--- src/rtl/wm8731_cfg_sequencer_if.sv ---
// wm8731_cfg_sequencer_if: command/data stream bundle between the codec sequencer and the i2c_master
interface wm8731_cfg_sequencer_if;
  logic [6:0] cmd_address;
  logic       cmd_start;
  logic       cmd_read;
  logic       cmd_write;
  logic       cmd_write_multiple;
  logic       cmd_stop;
  logic       cmd_valid;
  logic       cmd_ready;
  logic [7:0] data_out;
  logic       data_out_valid;
  logic       data_out_ready;
  logic       data_out_last;
  logic       i2c_busy;
  logic       missed_ack;
  modport master (
    output cmd_address, cmd_start, cmd_read, cmd_write, cmd_write_multiple, cmd_stop, cmd_valid,
    output data_out, data_out_valid, data_out_last,
    input  cmd_ready, data_out_ready, i2c_busy, missed_ack
  );
  modport slave (
    input  cmd_address, cmd_start, cmd_read, cmd_write, cmd_write_multiple, cmd_stop, cmd_valid,
    input  data_out, data_out_valid, data_out_last,
    output cmd_ready, data_out_ready, i2c_busy, missed_ack
  );
endinterface

--- src/rtl/wm8731_cfg_sequencer.sv ---
// wm8731_cfg_sequencer: boots the WM8731 over I2C, then serves runtime register writes with retry and a shadow copy
module wm8731_cfg_sequencer #(
  parameter logic [6:0] DEV_ADDR   = 7'h1A,
  parameter int         MAX_RETRY  = 3,
  parameter int         GAP_CYCLES = 64
) (
  input  logic       clock,
  input  logic       reset,
  input  logic       start,
  input  logic       req_valid,
  output logic       req_ready,
  input  logic [6:0] req_addr,
  input  logic [8:0] req_data,
  output logic       busy,
  output logic       boot_done,
  output logic       error,
  input  logic [3:0] shadow_addr,
  output logic [8:0] shadow_data,
  wm8731_cfg_sequencer_if.master i2c
);
  localparam int RW = $clog2(MAX_RETRY + 2);
  localparam int GW = $clog2(GAP_CYCLES + 1);
  typedef enum logic [2:0] {IDLE_BOOT, LOAD, CMD, DATA0, DATA1, WAIT_DONE, GAP, IDLE_RUN} state_t;
  state_t        state;
  logic [3:0]    idx;
  logic [6:0]    addr;
  logic [8:0]    data;
  logic [RW-1:0] retry;
  logic          nack;
  logic [1:0]    wcnt;
  logic [GW-1:0] gcnt;
  logic [8:0]    shadow [16];
  function automatic logic [15:0] boot_entry(input logic [3:0] i);
    case (i)
      4'd0:    boot_entry = {7'd15, 9'h000};
      4'd1:    boot_entry = {7'd6,  9'h000};
      4'd2:    boot_entry = {7'd0,  9'h017};
      4'd3:    boot_entry = {7'd1,  9'h017};
      4'd4:    boot_entry = {7'd2,  9'h079};
      4'd5:    boot_entry = {7'd3,  9'h079};
      4'd6:    boot_entry = {7'd4,  9'h012};
      4'd7:    boot_entry = {7'd5,  9'h000};
      4'd8:    boot_entry = {7'd7,  9'h00A};
      4'd9:    boot_entry = {7'd8,  9'h000};
      4'd10:   boot_entry = {7'd9,  9'h001};
      default: boot_entry = '0;
    endcase
  endfunction
  assign i2c.cmd_address        = DEV_ADDR;
  assign i2c.cmd_start          = 1'b1;
  assign i2c.cmd_write_multiple = 1'b1;
  assign i2c.cmd_stop           = 1'b1;
  assign i2c.cmd_read           = 1'b0;
  assign i2c.cmd_write          = 1'b0;
  assign shadow_data            = shadow[shadow_addr];
  always_ff @(posedge clock or posedge reset) begin
    if (reset) begin
      state              <= IDLE_BOOT;
      idx                <= '0;
      addr               <= '0;
      data               <= '0;
      retry              <= '0;
      nack               <= 1'b0;
      wcnt               <= '0;
      gcnt               <= '0;
      req_ready          <= 1'b0;
      busy               <= 1'b0;
      boot_done          <= 1'b0;
      error              <= 1'b0;
      i2c.cmd_valid      <= 1'b0;
      i2c.data_out       <= '0;
      i2c.data_out_valid <= 1'b0;
      i2c.data_out_last  <= 1'b0;
      for (int i = 0; i < 16; i++) shadow[i] <= '0;
    end else begin
      // a NACK anywhere in the transaction window condemns the whole write
      if (state inside {CMD, DATA0, DATA1, WAIT_DONE} && i2c.missed_ack) nack <= 1'b1;
      case (state)
        IDLE_BOOT: if (start) begin
          idx   <= '0;
          busy  <= 1'b1;
          state <= LOAD;
        end
        LOAD: begin
          if (!boot_done) {addr, data} <= boot_entry(idx);
          retry         <= '0;
          nack          <= 1'b0;
          i2c.cmd_valid <= 1'b1;
          state         <= CMD;
        end
        CMD: if (i2c.cmd_ready) begin
          i2c.cmd_valid      <= 1'b0;
          i2c.data_out       <= {addr, data[8]};
          i2c.data_out_valid <= 1'b1;
          state              <= DATA0;
        end
        DATA0: if (i2c.data_out_ready) begin
          i2c.data_out      <= data[7:0];
          i2c.data_out_last <= 1'b1;
          state             <= DATA1;
        end
        DATA1: if (i2c.data_out_ready) begin
          i2c.data_out_valid <= 1'b0;
          i2c.data_out_last  <= 1'b0;
          wcnt               <= '0;
          state              <= WAIT_DONE;
        end
        // the master needs a couple of cycles before i2c_busy reflects the new transfer
        WAIT_DONE: if (wcnt != 2'd2) wcnt <= wcnt + 2'd1;
          else if (!i2c.i2c_busy) begin
            gcnt  <= '0;
            state <= GAP;
          end
        GAP: if (gcnt != GW'(GAP_CYCLES - 1)) gcnt <= gcnt + 1'b1;
          else if (nack && retry != RW'(MAX_RETRY)) begin
            retry         <= retry + 1'b1;
            nack          <= 1'b0;
            i2c.cmd_valid <= 1'b1;
            state         <= CMD;
          end else begin
            if (nack) error <= 1'b1;
            else if (addr[6:4] == 3'd0) shadow[addr[3:0]] <= data;
            if (!boot_done && idx != 4'd10) begin
              idx   <= idx + 4'd1;
              state <= LOAD;
            end else begin
              boot_done <= 1'b1;
              busy      <= 1'b0;
              req_ready <= 1'b1;
              state     <= IDLE_RUN;
            end
          end
        IDLE_RUN: if (req_valid) begin
          addr      <= req_addr;
          data      <= req_data;
          req_ready <= 1'b0;
          busy      <= 1'b1;
          state     <= LOAD;
        end
        default: state <= IDLE_BOOT;
      endcase
    end
  end
endmodule

--- src/flat_wrapper.sv ---
// flat-port wrapper written by rule: the top's interface ports become plain ports
module wm8731_cfg_sequencer_flat 
#(
  parameter logic [6:0] DEV_ADDR   = 7'h1A,
  parameter int         MAX_RETRY  = 3,
  parameter int         GAP_CYCLES = 64
)
  (clock, reset, start, req_valid, req_ready, req_addr, req_data, busy, boot_done, error, shadow_addr, shadow_data, i2c_cmd_address, i2c_cmd_start, i2c_cmd_read, i2c_cmd_write, i2c_cmd_write_multiple, i2c_cmd_stop, i2c_cmd_valid, i2c_data_out, i2c_data_out_valid, i2c_data_out_last, i2c_cmd_ready, i2c_data_out_ready, i2c_i2c_busy, i2c_missed_ack);
  wm8731_cfg_sequencer_if i2c_i ();
  input  logic clock;
  input  logic reset;
  input  logic start;
  input  logic req_valid;
  output logic req_ready;
  input  logic [6:0] req_addr;
  input  logic [8:0] req_data;
  output logic busy;
  output logic boot_done;
  output logic error;
  input  logic [3:0] shadow_addr;
  output logic [8:0] shadow_data;
  output wire logic [$bits(i2c_i.cmd_address)-1:0] i2c_cmd_address;
  output wire logic [$bits(i2c_i.cmd_start)-1:0] i2c_cmd_start;
  output wire logic [$bits(i2c_i.cmd_read)-1:0] i2c_cmd_read;
  output wire logic [$bits(i2c_i.cmd_write)-1:0] i2c_cmd_write;
  output wire logic [$bits(i2c_i.cmd_write_multiple)-1:0] i2c_cmd_write_multiple;
  output wire logic [$bits(i2c_i.cmd_stop)-1:0] i2c_cmd_stop;
  output wire logic [$bits(i2c_i.cmd_valid)-1:0] i2c_cmd_valid;
  output wire logic [$bits(i2c_i.data_out)-1:0] i2c_data_out;
  output wire logic [$bits(i2c_i.data_out_valid)-1:0] i2c_data_out_valid;
  output wire logic [$bits(i2c_i.data_out_last)-1:0] i2c_data_out_last;
  input wire logic [$bits(i2c_i.cmd_ready)-1:0] i2c_cmd_ready;
  input wire logic [$bits(i2c_i.data_out_ready)-1:0] i2c_data_out_ready;
  input wire logic [$bits(i2c_i.i2c_busy)-1:0] i2c_i2c_busy;
  input wire logic [$bits(i2c_i.missed_ack)-1:0] i2c_missed_ack;
  assign i2c_cmd_address = i2c_i.cmd_address;
  assign i2c_cmd_start = i2c_i.cmd_start;
  assign i2c_cmd_read = i2c_i.cmd_read;
  assign i2c_cmd_write = i2c_i.cmd_write;
  assign i2c_cmd_write_multiple = i2c_i.cmd_write_multiple;
  assign i2c_cmd_stop = i2c_i.cmd_stop;
  assign i2c_cmd_valid = i2c_i.cmd_valid;
  assign i2c_data_out = i2c_i.data_out;
  assign i2c_data_out_valid = i2c_i.data_out_valid;
  assign i2c_data_out_last = i2c_i.data_out_last;
  assign i2c_i.cmd_ready = i2c_cmd_ready;
  assign i2c_i.data_out_ready = i2c_data_out_ready;
  assign i2c_i.i2c_busy = i2c_i2c_busy;
  assign i2c_i.missed_ack = i2c_missed_ack;
  wm8731_cfg_sequencer #(.DEV_ADDR(DEV_ADDR), .MAX_RETRY(MAX_RETRY), .GAP_CYCLES(GAP_CYCLES)) u_core (.clock(clock), .reset(reset), .start(start), .req_valid(req_valid), .req_ready(req_ready), .req_addr(req_addr), .req_data(req_data), .busy(busy), .boot_done(boot_done), .error(error), .shadow_addr(shadow_addr), .shadow_data(shadow_data), .i2c(i2c_i));
endmodule
--- config.mk ---
export PLATFORM = sky130hd
export DESIGN_NAME = wm8731_cfg_sequencer_flat
export DESIGN_NICKNAME = d
export VERILOG_FILES = /design/src/rtl/wm8731_cfg_sequencer_if.sv /design/src/rtl/wm8731_cfg_sequencer.sv /design/src/flat_wrapper.sv
export SDC_FILE = /design/constraint.sdc
export NUM_CORES = 1
export LEC_CHECK = 0
export CAP_MARGIN = 0
export CORE_MARGIN = 3
export CORE_UTILIZATION = 50
export CTS_BUF_LIST = sky130_fd_sc_hd__clkbuf_4
export CTS_CLUSTER_SIZE = 24
export DETAILED_ROUTE_END_ITERATION = 16
export PLACE_DENSITY = 0.69
export SYNTH_ARGS = -nofsm -noshare
export SYNTH_HDL_FRONTEND = slang
export SYNTH_SLANG_ARGS = --single-unit
--- constraint.sdc ---
create_clock -name clock -period 8.69 [get_ports clock]
set_input_delay 1.738 -clock clock [delete_from_list [all_inputs] [get_ports clock]]
set_output_delay 1.738 -clock clock [all_outputs]
set_load 0.05 [all_outputs]
=== Yosys cells after proc, flatten, opt, wreduce, memory -nomap -nowiden ===
Memory sizes are Yosys's and may differ from the RTL's.
Cells that the tools add are included.

* $add $sub $neg: 4
* Order comparisons: 3
* Equal/unequal tests: 26
* Multiplexer cells: 65
* Bitwise logic cells: 6
* Reductions and logical operators: 34

{| class="wikitable"
|+ Operators with widths
! kind !! count
|-
| bitwise mux 144 bit || 1
|-
| 2-to-1 mux 9 bit || 5
|-
| binary-select mux 9 bit (select 4 bit) || 1
|-
| demux 9 bit (select 4 bit) || 1
|-
| 2-to-1 mux 3 bit || 12
|-
| 2-to-1 mux 7 bit || 5
|-
| case mux 7 bit (2 select lines) || 2
|-
| != test 2 bit, second input constant || 13
|-
| case mux 3 bit (8 select lines) || 1
|-
| 2-to-1 mux 1 bit || 18
|-
| case mux 9 bit (2 select lines) || 1
|-
| AND reduction 3 bit || 6
|-
| nonzero test 2 bit || 9
|-
| 2-to-1 mux 4 bit || 4
|-
| 2-to-1 mux 8 bit || 2
|-
| case mux 8 bit (2 select lines) || 1
|-
| AND reduction 4 bit || 4
|-
| AND reduction 5 bit || 3
|-
| equality test 3 bit, second input constant || 4
|-
| greater-or-equal comparator 5 bit, second input constant || 2
|-
| inverter 4 -> 5 bit || 2
|-
| case mux 1 bit (2 select lines) || 4
|-
| case mux 4 bit (2 select lines) || 1
|-
| AND reduction 8 bit || 1
|-
| other kinds (22) || 35
|}

* Flip-flop bits (word level): 195
* ROM bits: 176
* Output and inout port bits: 36
* Memories: 1

{| class="wikitable"
|+ Memories
! name !! words !! bits a word !! read ports !! clocked after Yosys merged registers in !! wr ports !! line !! source
|-
| (name not given) || 16 || 11 || 1 || 0 || 0 || wm8731_cfg_sequencer.sv:34 || <nowiki>case (i)</nowiki>
|}

=== Logic depth before layout (Yosys ltp) ===
Gate-level depths: netlist (run 1).

* Depth after elaboration: 7
* Depth in mapped cells: 7
* Gate-level depth less buffers: 6

=== Worst setup path before layout (run 1) ===
No wires, ideal clock.

* Path kind: in2out
* Start point: input port shadow_addr[0]
* End point: output port shadow_data[5]
* Arrival time: 3.641 ns
* Path slack: 3.311 ns
* Cell stages on the path: 4
* Cells stage by stage: clkbuf_1 -> buf_2 -> mux4_2 -> mux4_2

* Word-level cells in the longest chain between the ends: 4

{| class="wikitable"
|+ RTL lines
! item !! line !! source
|-
| start: declaration || flat_wrapper.sv:20 || <nowiki>input logic [3:0] shadow_addr;</nowiki>
|-
| inverter 4 -> 5 bit (not written as such) || wm8731_cfg_sequencer.sv:55 || <nowiki>assign shadow_data = shadow[shadow_addr];</nowiki>
|-
| binary-select mux 9 bit (select 4 bit) || wm8731_cfg_sequencer.sv:55 ||
|-
| 2-to-1 mux 9 bit (not written as such) (2 in series) || wm8731_cfg_sequencer.sv:55 ||
|-
| end: declaration || flat_wrapper.sv:21 || <nowiki>output logic [8:0] shadow_data;</nowiki>
|}

Every way passes these cells. The select of a mux whose other input is x is not followed.

=== Worst setup path after layout (run 1) ===
* Start point: input port shadow_addr[1]
* End point: output port shadow_data[0]

The elaborated chain is that of the path after synthesis.

==> results.yml, run 1 <==
outcome:
  status: "completed"
setup_path:
  crit_path_start_kind: "primary input"
  r2r_end: "u_core.shadow[19]"
  startpoint: "shadow_addr[1]"
  critPathMaxFanout: 36
  reg2regPathDepth: 5
  crit_required_ps: 6950
  endpoint_kind: "output pin"
  critPathKind: "in2out"
  worstPathArrival_ps: 4260
  r2r_setup_slack_ps: 5520
  r2r_start: "u_core.state[0]"
run:
  cap_viol_max_count: 0
sta:
  finalSetupTns_ps: 0
  finalCriticalPeriod_ps: 5999
  setup_viol: 0
  skew_ps: 28.11
  hold_violations: 0
  rsz0062_at_grt: "no"
  timing.final.crit_share_pct: 69.03
  tightest_slew_ps: 1005
  slew_viol_final: 0
  setup_slack_ps: 2691
  max_slew_margin_pct: 32.96
  fmax_ghz: 0.1667
final_layout:
  syn_to_final_growth_pct: 9.032
  drive_gt1_share_pct: 32.75
  fillers: 1545
  nets: 772
routing:
  drt_iter0_drc: 401
  drc_errors: 0
  dr.pass1.iters: 5
  wl_per_cell_um: 21.58
  vias: 5964
  finalWirelength_mm: 21.71
  via_per_inst: 5.928
  ant_nets: 0
clock_tree:
  hold_buffers: 0
  cts_tree: "done"
  clock-sinks: 195
  clock_path_buffers: 2
  cts_made_buffers: 17
  cts-root-buf: "clkbuf_4"
  cts_resized: 0
  clk_latency_ps: 580
  path_clk_slew_ps: 160
  h-tree-depth: 4
  cts_setup_buffers: 0
synth:
  ys_ff_latch: 195
  async_flop_share_pct: 100.0
  syn_inst: 708
  synth_top_area_share_pct: 50.68
  avgSynthCellArea_sq_um: 13.60
  synth-seq-area-share_pct: 50.68
  netlist_top_cells_area: "dfrtp_1 (51%), mux2_2 (17%), mux4_2 (11%), nand3_4 (1.8%), mux2i_1 (1.7%)"
  synth_edf_count: 0
  syn_area_sq_um: 9628
  yosys.area.top_type: "dfrtp_1"
  yosys_warnings: 0
  synth_ff_type: "dfrtp_1"
  ys_types: 61
floorplanning:
  initial_core_util_pct: 51.13
  die-width_um: 144.8
  core_sq_um: 18830
  rows: 50
  die_y_um: 144.8
  io_pins: 64
  dieArea_sq_um: 20960
global_routing:
  globalRouteTotalUtil_pct: 21.89
  grt_overflow: 0
  grt_start_max_net_pins: 133
  grt_pass1_vias: 6210
  antenna_found_initial: 1
  grt_pass1_wl_mm: 34.88
hold_path:
  hold_path_class: "reg2reg"
  worstHoldStart: "u_core.error"
  whs_endpoint: "u_core.error"
  hold_path_depth: 1
placed_design:
  portBuffers: 51
  detailedPlace.worstSlack_ps: 2695
  gp_congestion: 0.8959
  hpwl_mm: 14.45
power_and_ir_drop:
  power_density_nw_per_um2: 222.4
  p_leak_uw: 0.004832
  peakVddDrop_v: 0.0001958
-- cell usage in the layout (no fill, tap or decap), types with 11 or more instances in the layout --
cell type,instances
clkdlybuf4s50_1,49
dfrtp_1,195
mux2i_1,16
nor2_1,19
clkbuf_4,17
mux4_2,45
nor2b_1,11
a21oi_1,21
o21ai_0,26
mux2_2,146
conb_1,12
nand2_1,35
-- Yosys cell counts, drive strengths merged, types with 11 or more instances --
library cell,number
nor2b,11
o21ai,27
mux2i,16
mux2,146
nor2,19
a21oi,21
nand2,35
clkbuf,33
nand3,16
mux4,45
buf,24
dfrtp,195
-- area by class of cell --
class                           count  area [sq um]  area share (%)
Clock buffer                       17         127.6           1.216
Multi-Input combinational cell    456          4459           42.48
Inverter                           10         45.04          0.4291
Sequential cell                   195          4880           46.48
Tap cell                          260         325.3           3.099
Antenna cell                        1         2.502         0.02384
Timing Repair Buffer               54         523.0           4.982
Clock inverter                     13         135.1           1.287
-- per-layer routing --
metal  part of all wire, %  vias to the layer above  GRT usage (%)
met5                     0                        -              0
met4                   1.9                        0          6.333
met3                   4.1                       30          4.436
met2                    52                      149          37.99
met1                    42                     3114          27.94
li1                      -                     2671              -
-- worst max path at each step --
stage | slack [ps] | depth (start not counted) | to
6_report | 2690 | 4 | shadow_data[0]
3_5_place_dp | 2700 | 4 | shadow_data[1]
2_1_floorplan | 1640 | 1 | u_core.addr[0]
3_3_place_gp | 2730 | 5 | shadow_data[6]
4_1_cts | 2690 | 4 | shadow_data[1]
5_1_grt | 2610 | 5 | shadow_data[6]
-- stage by stage --
stage          area [sq um]  cells  utilization, %  hold slack [ps]  total power [uW]
6_report              10500   1006           55.75            489.0              2334
5_1_grt               10500   1006           55.75            527.8              2486
4_1_cts               10500   1005           55.73            489.8              2346
3_5_place_dp          10230    975           54.34            446.4              1878
3_3_place_gp          10230    975           54.34            447.3              1848
2_1_floorplan          9666    718               -            456.1              1679
-- where the power goes --
group          internal, uW  total (uW)  switching [uW]
clock network           168         472             305
logic                   259         659             400
registers               994        1200             208
-- flip-flops by register name, summed over array words and instances, names as in the netlist, 2 cells and up --
| name | count |
|---|---|
| u_core.gcnt | 7 |
| u_core.retry | 3 |
| u_core.shadow | 144 |
| u_core.data | 9 |
| u_core.addr | 7 |
| u_core.i2c.data_out | 8 |
| u_core.state | 3 |
| u_core.idx | 4 |
| u_core.wcnt | 2 |
-- kinds of logic (layout without fill, tap and decap cells) --
kind of cell / count (synthesis) / count (layout) / synth area share (%)
other: 2 / 13 / 0.07800
muxes: 207 / 207 / 29.27
and+or+nand+nor: 139 / 139 / 9.331
AOI/OAI and AO/OA: 88 / 88 / 5.913
DFF: 195 / 195 / 50.68
adders and majority gates: 10 / 10 / 1.300
buffers and inverters: 67 / 94 / 3.431
-- critical path: stages --
cell and delay [ps]:
buf_2 710, mux4_2 610, mux4_2 470, clkdlybuf4s50_1 710
Note: power is estimated with default switching activity, not from simulation.
==> run 2, diff against run 1 <==
- PLACE_DENSITY: 0.69 -> 0.72
- clock period: 8.69 -> 5 ns (I/O delays scaled with it)
==> results.yml, run 2 (synthesized netlist as in run 1, its figures left out) <==
hold_path:
  hold_path_depth: 1
  whs_endpoint: "u_core.error"
  hold_path_class: "reg2reg"
  worstHoldStart: "u_core.error"
final_layout:
  nets: 775
  instances_no_fill: 1011
  largest_register_ffs: 144
  final_util_pct: 56.31
  drive_gt1_share_pct: 33.73
  fillers: 1513
  final_common_cell: "dfrtp_1"
  syn_to_final_growth_pct: 10.12
  layout_common_cells: "dfrtp_1 (195), mux2_2 (146), clkdlybuf4s50_1 (49)"
  regMostFlops: "u_core.shadow"
  largest_registers: "u_core.shadow x144, u_core.data x9, u_core.i2c.data_out x8"
routing:
  wl_per_cell_um: 21.57
  dr.pass1.iters: 5
  vias: 5996
  via_per_inst: 5.931
  ant_nets: 0
  drt_iter0_drc: 377
  finalWirelength_mm: 21.81
  drc_errors: 0
setup_path:
  crit_required_ps: 4000
  worstPathArrival_ps: 3190
  r2r_setup_slack_ps: 1940
  r2r_start: "u_core.state[0]"
  critPathMaxFanout: 20
  reg2regPathDepth: 5
  critPathKind: "in2out"
  endpoint_kind: "output pin"
  r2r_end: "u_core.shadow[19]"
  crit_path_start_kind: "primary input"
placed_design:
  portBuffers: 51
  dp.cells: 978
  hpwl_mm: 14.72
  detailedPlace.worstSlack_ps: 809.9
  gp_congestion: 0.8659
floorplanning:
  initial_core_util_pct: 51.13
  io_pins: 64
  rows: 50
  dieArea_sq_um: 20960
  die_y_um: 144.8
  core_sq_um: 18830
  die-width_um: 144.8
power_and_ir_drop:
  p_leak_uw: 0.004887
  power_density_nw_per_um2: 387.3
  peakVddDrop_v: 0.0003346
sta:
  fmax_ghz: 0.2385
  rsz0062_at_grt: "no"
  fin_hold_ws_ps: 479.3
  setup_viol: 0
  slew_viol_final: 0
  finalCriticalPeriod_ps: 4192
  finalSetupTns_ps: 0
  hold_violations: 0
  tightest_slew_ps: 964.6
  timing.final.crit_share_pct: 83.85
  skew_ps: 31.56
  max_slew_margin_pct: 35.70
  setup_slack_ps: 807.6
clock_tree:
  cts_setup_buffers: 0
  h-tree-depth: 4
  clock-sinks: 195
  clk_latency_ps: 600
  cts_made_buffers: 17
  path_clk_slew_ps: 140
  clock_path_buffers: 2
  cts-root-buf: "clkbuf_4"
  cts_tree: "done"
  hold_buffers: 0
  cts_resized: 0
run:
  cap_viol_max_count: 0
global_routing:
  grt_overflow: 0
  grt_start_max_net_pins: 87
  antenna_found_initial: 1
  globalRouteTotalUtil_pct: 22.06
  grt_pass1_wl_mm: 35.00
  grt_pass1_vias: 6292
outcome:
  status: "completed"
==> run 2: layout make-up <==
| cell class | count | area [sq um] | share of cell area (%) |
|---|---|---|---|
| well taps | 260 | 325.3 | 3.068 |
| inverters | 10 | 41.29 | 0.3894 |
| clock buffers | 18 | 135.1 | 1.274 |
| clock inverters | 14 | 163.9 | 1.546 |
| flip-flops and latches | 195 | 4880 | 46.02 |
| repair buffers | 57 | 595.6 | 5.617 |
| diodes | 1 | 2.502 | 0.02360 |
| multi-input cells | 456 | 4459 | 42.06 |
==> run 2: how the worst max path moves through the flow <==
stage / startpoint / end
final: shadow_addr[1] / shadow_data[4]
after global routing: shadow_addr[1] / shadow_data[4]
after CTS: shadow_addr[1] / shadow_data[4]
after detailed placement: shadow_addr[1] / shadow_data[4]
after global placement: shadow_addr[0] / shadow_data[4]
after floorplan: shadow_addr[0] / shadow_data[5]
==> run 2: metal layers <==
layer  global-route usage [%]  wire (um)
met1                    29.65       9378
met2                    36.04      10990
met3                    5.094       1048
met4                    6.676        387
met5                        0          0
==> run 2: stage by stage <==
stage,area (sq um),power [uW]
2_1_floorplan,9669,2919
3_3_place_gp,10300,3209
3_5_place_dp,10300,3263
4_1_cts,10600,4126
5_1_grt,10600,4372
6_report,10600,4106
==> run 2: critical path, cell delays in order <==
cell and delay (ps):
buf_2 400, buf_12 240, mux4_2 310, mux4_2 510, clkdlybuf4s50_1 720
==> run 2: power by group <==
part / total [uW] / leakage (uW) / switching, uW / internal [uW]
sequential: 2090 / 0.00266 / 360 / 1730
clock: 864 / 0.000161 / 585 / 279
combinational: 1150 / 0.00206 / 698 / 456
